$ cat src/rtl/cam_pkg.sv
// Shared encodings for the CAM entry-management front end.
package cam_pkg;

  localparam logic CAM_OP_INSERT = 1'b0;
  localparam logic CAM_OP_DELETE = 1'b1;

  typedef enum logic [1:0] {
    ST_IDLE,
    ST_ALLOC,
    ST_WRITE,
    ST_RESP
  } cam_upd_state_t;

endpackage

$ cat src/rtl/cam_free_pe.sv
// Lowest-set-bit priority encoder; fed with the inverted valid bitmap it
// yields the lowest free CAM address.
module cam_free_pe #(
  parameter int N  = 64,
  parameter int IW = (N > 1) ? $clog2(N) : 1
) (
  input  logic [N-1:0]  vec,
  output logic          found,
  output logic [IW-1:0] idx
);

  always_comb begin
    // NOTE: defaults first so every path assigns both outputs and no latch is inferred.
    found = 1'b0;
    idx   = '0;
    for (int i = N - 1; i >= 0; i--) begin
      if (vec[i]) begin
        found = 1'b1;
        idx   = IW'(i);
      end
    end
  end

endmodule

$ cat src/rtl/cam_update_ctrl.sv
// Insert/delete front end for the CAM write port: allocates the lowest free
// address, holds the write bus for WR_CYCLES, then returns address and status.
module cam_update_ctrl
  import cam_pkg::*;
#(
  parameter int DEPTH     = 64,
  parameter int WIDTH     = 36,
  parameter int KBW       = 16,
  parameter int WR_CYCLES = 64,
  parameter int AW        = $clog2(DEPTH)
) (
  input  logic                       clk,
  input  logic                       rst,
  input  logic                       req_valid,
  output logic                       req_ready,
  input  logic                       req_op,
  input  logic [AW-1:0]              req_addr,
  input  logic [WIDTH-1:0]           req_patt,
  input  logic [WIDTH-1:0]           req_mask,
  input  logic [KBW-1:0]             req_kbit,
  output logic                       rsp_valid,
  input  logic                       rsp_ready,
  output logic                       rsp_ok,
  output logic [AW-1:0]              rsp_addr,
  output logic                       cam_wEn,
  output logic [AW-1:0]              cam_wAddr,
  output logic [WIDTH-1:0]           cam_wPatt,
  output logic [WIDTH-1:0]           cam_wMask,
  output logic [KBW-1:0]             cam_wKbit,
  output logic                       cam_busy,
  output logic [$clog2(DEPTH+1)-1:0] free_cnt
);

  localparam int FCW = $clog2(DEPTH + 1);
  localparam int CW  = (WR_CYCLES > 1) ? $clog2(WR_CYCLES) : 1;

  cam_upd_state_t r_state, w_state_nxt;

  logic             r_op;
  logic [AW-1:0]    r_addr;
  logic [WIDTH-1:0] r_patt, r_mask;
  logic [KBW-1:0]   r_kbit;
  logic [DEPTH-1:0] r_bitmap;
  logic [FCW-1:0]   r_free_cnt;
  logic [CW-1:0]    r_cnt;
  logic             r_wen, r_busy, r_rsp_valid, r_rsp_ok;
  logic [AW-1:0]    r_rsp_addr, r_waddr;
  logic [WIDTH-1:0] r_wpatt, r_wmask;
  logic [KBW-1:0]   r_wkbit;

  logic          w_req_hs, w_rsp_hs, w_free_found, w_del_hit, w_alloc_ok, w_wr_done, w_wen_nxt;
  logic [AW-1:0] w_free_idx;

  cam_free_pe #(.N(DEPTH), .IW(AW)) u_free_pe (
    .vec   (~r_bitmap),
    .found (w_free_found),
    .idx   (w_free_idx)
  );

  assign req_ready  = (r_state == ST_IDLE) && !rst;
  assign w_req_hs   = req_valid && req_ready;
  assign w_rsp_hs   = r_rsp_valid && rsp_ready;
  assign w_del_hit  = (32'(r_addr) < DEPTH) && r_bitmap[r_addr];
  assign w_alloc_ok = (r_op == CAM_OP_INSERT) ? w_free_found : w_del_hit;
  assign w_wr_done  = (r_cnt == '0);

  always_ff @(posedge clk or posedge rst) begin
    // NOTE: sequential state uses non-blocking assignments so every flop samples pre-edge values.
    if (rst) r_state <= ST_IDLE;
    else     r_state <= w_state_nxt;
  end

  always_comb begin
    w_state_nxt = r_state;
    unique case (r_state)
      ST_IDLE:  if (w_req_hs) w_state_nxt = ST_ALLOC;
      ST_ALLOC: w_state_nxt = w_alloc_ok ? ST_WRITE : ST_RESP;
      ST_WRITE: if (w_wr_done) w_state_nxt = ST_RESP;
      ST_RESP:  if (w_rsp_hs) w_state_nxt = ST_IDLE;
      default:  w_state_nxt = ST_IDLE;
    endcase
    w_wen_nxt = (w_state_nxt == ST_WRITE);
  end

  always_ff @(posedge clk or posedge rst) begin
    if (rst) begin
      // NOTE: the bitmap is reset because allocation trusts it; CAM contents are not scrubbed.
      r_bitmap    <= '0;
      r_free_cnt  <= FCW'(DEPTH);
      r_op        <= CAM_OP_INSERT;
      r_addr      <= '0;
      r_patt      <= '0;
      r_mask      <= '0;
      r_kbit      <= '0;
      r_cnt       <= '0;
      r_wen       <= 1'b0;
      r_busy      <= 1'b0;
      r_rsp_valid <= 1'b0;
      r_rsp_ok    <= 1'b0;
      r_rsp_addr  <= '0;
      r_waddr     <= '0;
      r_wpatt     <= '0;
      r_wmask     <= '0;
      r_wkbit     <= '0;
    end else begin
      r_wen       <= w_wen_nxt;
      // Busy covers the write plus one cycle for the CAM's read-after-write update.
      r_busy      <= w_wen_nxt | r_wen;
      r_rsp_valid <= (w_state_nxt == ST_RESP);

      if (w_req_hs) begin
        r_op   <= req_op;
        r_addr <= req_addr;
        r_patt <= req_patt;
        r_mask <= req_mask;
        r_kbit <= req_kbit;
      end

      unique case (r_state)
        ST_ALLOC: begin
          if (!w_alloc_ok) begin
            r_rsp_ok   <= 1'b0;
            r_rsp_addr <= '0;
          end else if (r_op == CAM_OP_INSERT) begin
            r_bitmap[w_free_idx] <= 1'b1;
            r_free_cnt <= r_free_cnt - FCW'(1);
            r_waddr    <= w_free_idx;
            r_wpatt    <= r_patt;
            r_wmask    <= r_mask;
            r_wkbit    <= r_kbit;
            r_cnt      <= CW'(WR_CYCLES - 1);
          end else begin
            r_bitmap[r_addr] <= 1'b0;
            r_free_cnt <= r_free_cnt + FCW'(1);
            r_waddr    <= r_addr;
            r_wpatt    <= '0;
            r_wmask    <= '0;
            r_wkbit    <= '0;
            r_cnt      <= CW'(WR_CYCLES - 1);
          end
        end
        ST_WRITE: begin
          if (!w_wr_done) begin
            r_cnt <= r_cnt - CW'(1);
          end else begin
            r_rsp_ok   <= 1'b1;
            r_rsp_addr <= r_waddr;
          end
        end
        default: ;
      endcase
    end
  end

  assign rsp_valid = r_rsp_valid;
  assign rsp_ok    = r_rsp_ok;
  assign rsp_addr  = r_rsp_addr;
  assign cam_wEn   = r_wen;
  assign cam_wAddr = r_waddr;
  assign cam_wPatt = r_wpatt;
  assign cam_wMask = r_wmask;
  assign cam_wKbit = r_wkbit;
  assign cam_busy  = r_busy;
  assign free_cnt  = r_free_cnt;

endmodule

$ cat config.mk
export PLATFORM = sky130hd
export DESIGN_NAME = cam_update_ctrl
export DESIGN_NICKNAME = d
export VERILOG_FILES = /design/src/rtl/cam_pkg.sv /design/src/rtl/cam_free_pe.sv /design/src/rtl/cam_update_ctrl.sv
export SDC_FILE = /design/constraint.sdc
export NUM_CORES = 1
export LEC_CHECK = 0
export ABC_AREA = 0
export CORE_ASPECT_RATIO = 0.9
export CORE_MARGIN = 2
export CORE_UTILIZATION = 35
export CTS_CLUSTER_DIAMETER = 120
export DETAILED_ROUTE_END_ITERATION = 12
export PLACE_DENSITY = 0.62
export SETUP_SLACK_MARGIN = 0.2
export SLEW_MARGIN = 30
export SYNTH_ARGS = -nofsm -noshare
export SYNTH_HDL_FRONTEND = slang
export SYNTH_SLANG_ARGS = --single-unit
$ cat constraint.sdc
create_clock -name clk -period 13.91 [get_ports clk]
set_clock_uncertainty 0.15 [all_clocks]
set_input_delay 2.782 -clock clk [delete_from_list [all_inputs] [get_ports clk]]
set_output_delay 2.782 -clock clk [all_outputs]
set_load 0.03 [all_outputs]
* Word-level counts from Yosys, hierarchy flattened *
Cells that the tools add are included.

cells by class
  multiplexer cells = 155
  magnitude comparators = 4
  reduce and logical (&&, ||, !) cells = 12
  add/sub/neg operators = 3
  shift operators = 0
  eq/ne operators = 9
  bitwise operators = 5
  div/mod/pow operators = 0
  multipliers = 0

operators with widths
  cell                   number
  $mux W6                69
  $not A64 Y64           2
  $mux W36               2
  $mux W1                71
  $and A64 B64 Y64       1
  $mux W64               1
  $or A64 B64 Y64        1
  $pmux W6 S2            2
  $mux W16               1
  $lt A6 B7 Y1 const B   2
  $demux W1 S6           2
  $ge A6 B1 Y1 const B   2
  $eq A2 B2 Y1 const B   4
  $ne A2 B2 Y1 const B   4
  $pmux W2 S4            1
  $add A7 B1 Y7 const B  1
  $mux W7                1
  $sub A7 B1 Y7 const B  1
  $bmux W1 S6            1
  $logic_not A6 Y1       1
  $mux W2                3
  $reduce_and A3 Y1      2
  $sub A6 B1 Y6 const B  1
  $logic_and A1 B1 Y1    5
  other kinds (7)        7

word-level totals
  flip-flop bits (word level) = 278
  latch bits = 0
  output and inout port bits = 112
  memory bits (read-only) = 0
  bits in writable memories = 0
  memories kept = 0
  input port bits = 99
  word-level logic and storage cells = 206

* Depth between registers and ports, before layout *
  depth in word-level cells = 71
  depth in mapped cells = 14

* Cells and area by module *
Synthesis repeated with hierarchy kept, for this count alone.

unflattened totals
  cell total of the unflattened synthesis = 1,339
  area, all modules = 13,437.9 µm²

by module, submodules not included
  module           area an instance (µm²)  cells each  instances  sequential area each (µm²)
  cam_update_ctrl  12,674.7                1,199       1          6,957.9
  cam_free_pe      763.2                   140         1          0.0

* Least setup slack after synthesis *
OpenSTA, ideal clock, no wires.

  path type = in2out
  from = input port rst
  to = output port req_ready
  slack = 7.733 ns
  data required time = 10.978 ns
  cell stages on the path = 1
  arrival time = 3.245 ns
  cell sequence = nor2b_1

on the way
  cells in the longest elaborated chain, start to end = 2

ends and longest elaborated chain
  element                            line                   text
  start: declaration                 cam_update_ctrl.sv:13  input logic rst,
  $logic_not A1 Y1 (no source line)  n/a
  $logic_and A1 B1 Y1                cam_update_ctrl.sv:60  assign req_ready = (r_state == ST_IDLE) && !rst;
  end: declaration                   cam_update_ctrl.sv:15  output logic req_ready,

No other way between the ends.

* Worst setup path after layout *
Ends and elaborated chain as after synthesis.

==> impl_metrics.yaml <==
detailed_routing:
  avgViaCountPerCell: 5.351
  firstDrtPassIters: 5
  wl_mm: 38.89
  wl_per_cell_um: 19.80
  drtAntennaViolNets: 0
  drt_iter0_drc: 900
  dr_total_vias: 10510
  drc_errors: 0
die:
  die_x_um: 207.5
  core.rowCount: 67
  chipHeight_um: 187.2
  die_area_mm2: 0.03884
  initial_core_util_pct: 35.29
  coreArea_mm2: 0.03697
  io-pin-count: 211
cells_and_area:
  regArea_mm2: 0.006958
  syn_to_final_growth_pct: 26.71
  utilization_pct: 44.72
  multi_input_area_mm2: 0.005328
  layout.nets: 1569
  fillerInstances: 3475
  final_common_cell: "dfrtp_1"
  stdcell_count: 1964
  final_cell_mix: "dfrtp_1 (277), clkdlybuf4s50_1 (210), o21ai_0 (182), nand3_1 (128), inv_1 (115)"
  final_layout_size_suffix_gt1_share_pct: 11.90
logic_synthesis:
  ys_ff_latch: 278
  synth_cells: 1273
  synth_ff_type: "dfrtp_1"
  yosysWarnings: 0
  synth_edf_count: 0
  synthesis.nets: 1385
  async_flop_share_pct: 100.0
  seq_area_frac_synth_pct: 53.33
  synthDistinctLibCells: 77
  syn_area_per_cell_um2: 10.25
  synth_area_mm2: 0.01305
clocking:
  clk_path_buf_depth: 3
  post_cts_resized: 0
  cts.sinks: 278
  cts_tree: "built"
  cts_max_level: 1
  numCtsBuffers: 31
  hold_buffers: 0
  path_clk_slew_ns: 0.06
  cts_setup_buffers: 0
  clock-root-buffer: "clkbuf_16"
  clk_latency_ns: 0.59
global_route:
  overflow: 0
  grt_pass1_wl_mm: 61.72
  grt_pass1_vias: 10760
  track_usage_pct: 19.94
  antenna_found_initial: 6
  grt_max_degree: 150
critical_path:
  critPathArrivalTime_ns: 4.34
  cpPeakStageDelay_ns: 0.73
  startpoint: "rst"
  crit_top_cell: "clkdlybuf4s50_1"
  crit_path_end_kind: "primary output"
  rr_startpoint: "r_addr[0]$_DFFE_PP0P_"
  crit_required_ns: 10.98
  cp_max_fo: 2
  cp_slowest_cell: "clkdlybuf4s50_1"
  cp_top_family: "buffers and inverters"
  crit_buf_inv: 2
  setup.worst_path.class: "in2out"
  path_cells: "clkdlybuf4s50_1, nor2b_1, clkdlybuf4s50_1"
  cp-start-kind: "input pin"
sta:
  fmax_mhz: 137.5
  final_hold_viol_count: 0
  fin_crit_ns: 7.272
  worst_pin_slew_ns: 0.9246
  slew-limit-headroom_pct: 38.36
  rsz0062_at_grt: "false"
  period_share_pct: 52.28
  drv_slew: 0
  setup_viol: 0
  setup_tns_ns: 0
worst_hold_path:
  hp-class: "reg2reg"
  hp-start: "cam_wEn$_DFF_PP0_"
flow_run:
  maxCapViolations: 0
power_and_ir_drop:
  max-vdd-ir-drop_mv: 0.09225
  power.density_mw_per_mm2: 100.4
  leakagePower_nw: 6.855
placement:
  placedCellCount: 1907
  gp_congestion: 0.9362
  hpwl_mm: 26.09
  portBuffers: 210
status:
  status: "complete, no violations"
where the power goes:
group          switching (mW)  total, mW  internal [mW]
clock                   0.335      0.807          0.472
combinational          0.0196     0.0443         0.0247
sequential                  0      0.809          0.809
metrics by stage:
step | instance area [µm²] | power, mW | hold WS [ns] | setup slack [ns]
2_1_floorplan | 13050 | 0.8358 | 0.3131 | 3.314
3_3_place_gp | 15520 | 0.8689 | 0.3141 | 6.651
3_5_place_dp | 15520 | 0.8694 | 0.3230 | 6.655
4_1_cts | 16520 | 1.680 | 0.3391 | 6.642
5_1_grt | 16530 | 1.713 | 0.3635 | 6.600
6_report | 16530 | 1.660 | 0.3350 | 6.638
registers in the layout, indices dropped and copies added (netlist names):
register,flops
r_addr,6
cam_wKbit,16
cam_wPatt,36
rsp_valid,1
r_cnt,6
cam_wEn,1
r_state,2
r_kbit,16
rsp_addr,6
r_op,1
free_cnt,7
cam_wMask,36
cam_wAddr,6
r_mask,36
cam_busy,1
r_patt,36
r_bitmap,64
rsp_ok,1
synth_stat cells (6+ instances only):
master,number,area (µm²)
o31ai_1,15,112.6
o21ai_0,182,910.9
nand4_1,27,168.9
inv_1,117,439.2
buf_2,21,105.1
nand2_1,65,244.0
mux2_2,99,1115
nand2b_1,12,75.07
a31oi_1,12,75.07
nor2_1,36,135.1
buf_1,16,60.06
mux2_1,6,67.56
a21oi_1,32,160.2
ha_1,12,150.1
xnor2_1,6,52.55
mux2i_1,12,120.1
o22ai_1,8,50.05
nand3_1,128,640.6
dfrtp_1,277,6932
nor2b_1,9,56.30
and3_1,6,37.54
nand3b_1,7,52.55
a211oi_1,6,45.04
o21ai_1,37,185.2
clkbuf_1,22,82.58
layout make-up:
cell class / instances / share of cell area (%)
antenna: 2 / 0.03028
clock buffer: 49 / 5.586
clock inverter: 6 / 0.4466
inverter: 117 / 2.740
multi-input combinational: 810 / 32.23
sequential: 278 / 42.09
tap: 483 / 3.656
timing repair buffer: 219 / 13.22
cells by family after synthesis:
family	count (synthesis)	share of synthesized area [%]
compound gates	343	15.33
simple gates	325	12.87
mux	121	10.70
flops	278	53.33
buf+inv	185	5.927
fa+ha+maj	13	1.304
xor+xnor	8	0.5371
final timing paths:
check / end / slack [ns] / cells past startpoint
worst min-delay path: cam_busy$_DFF_PP0_ / 0.34 / 1
min in group asynchronous: cam_wMask[32]$_DFFE_PP0P_ / 2.54 / 2
worst max-delay path: req_ready / 6.64 / 3
worst max register to register: r_bitmap[55]$_DFFE_PP0P_ / 9.59 / 9
worst min register to register: cam_busy$_DFF_PP0_ / 0.34 / 1
max in group asynchronous: r_kbit[1]$_DFFE_PP0P_ / 9.84 / 3
metal layers:
metal	GRT usage, %	part of all wire (%)	vias to the layer above
li1	-	-	4878
met1	26.39	42	5167
met2	29.94	44	377
met3	8.345	11	78
met4	5.165	2.7	10
met5	2.094	0.43	-
Power figures use the tool's default switching activity.
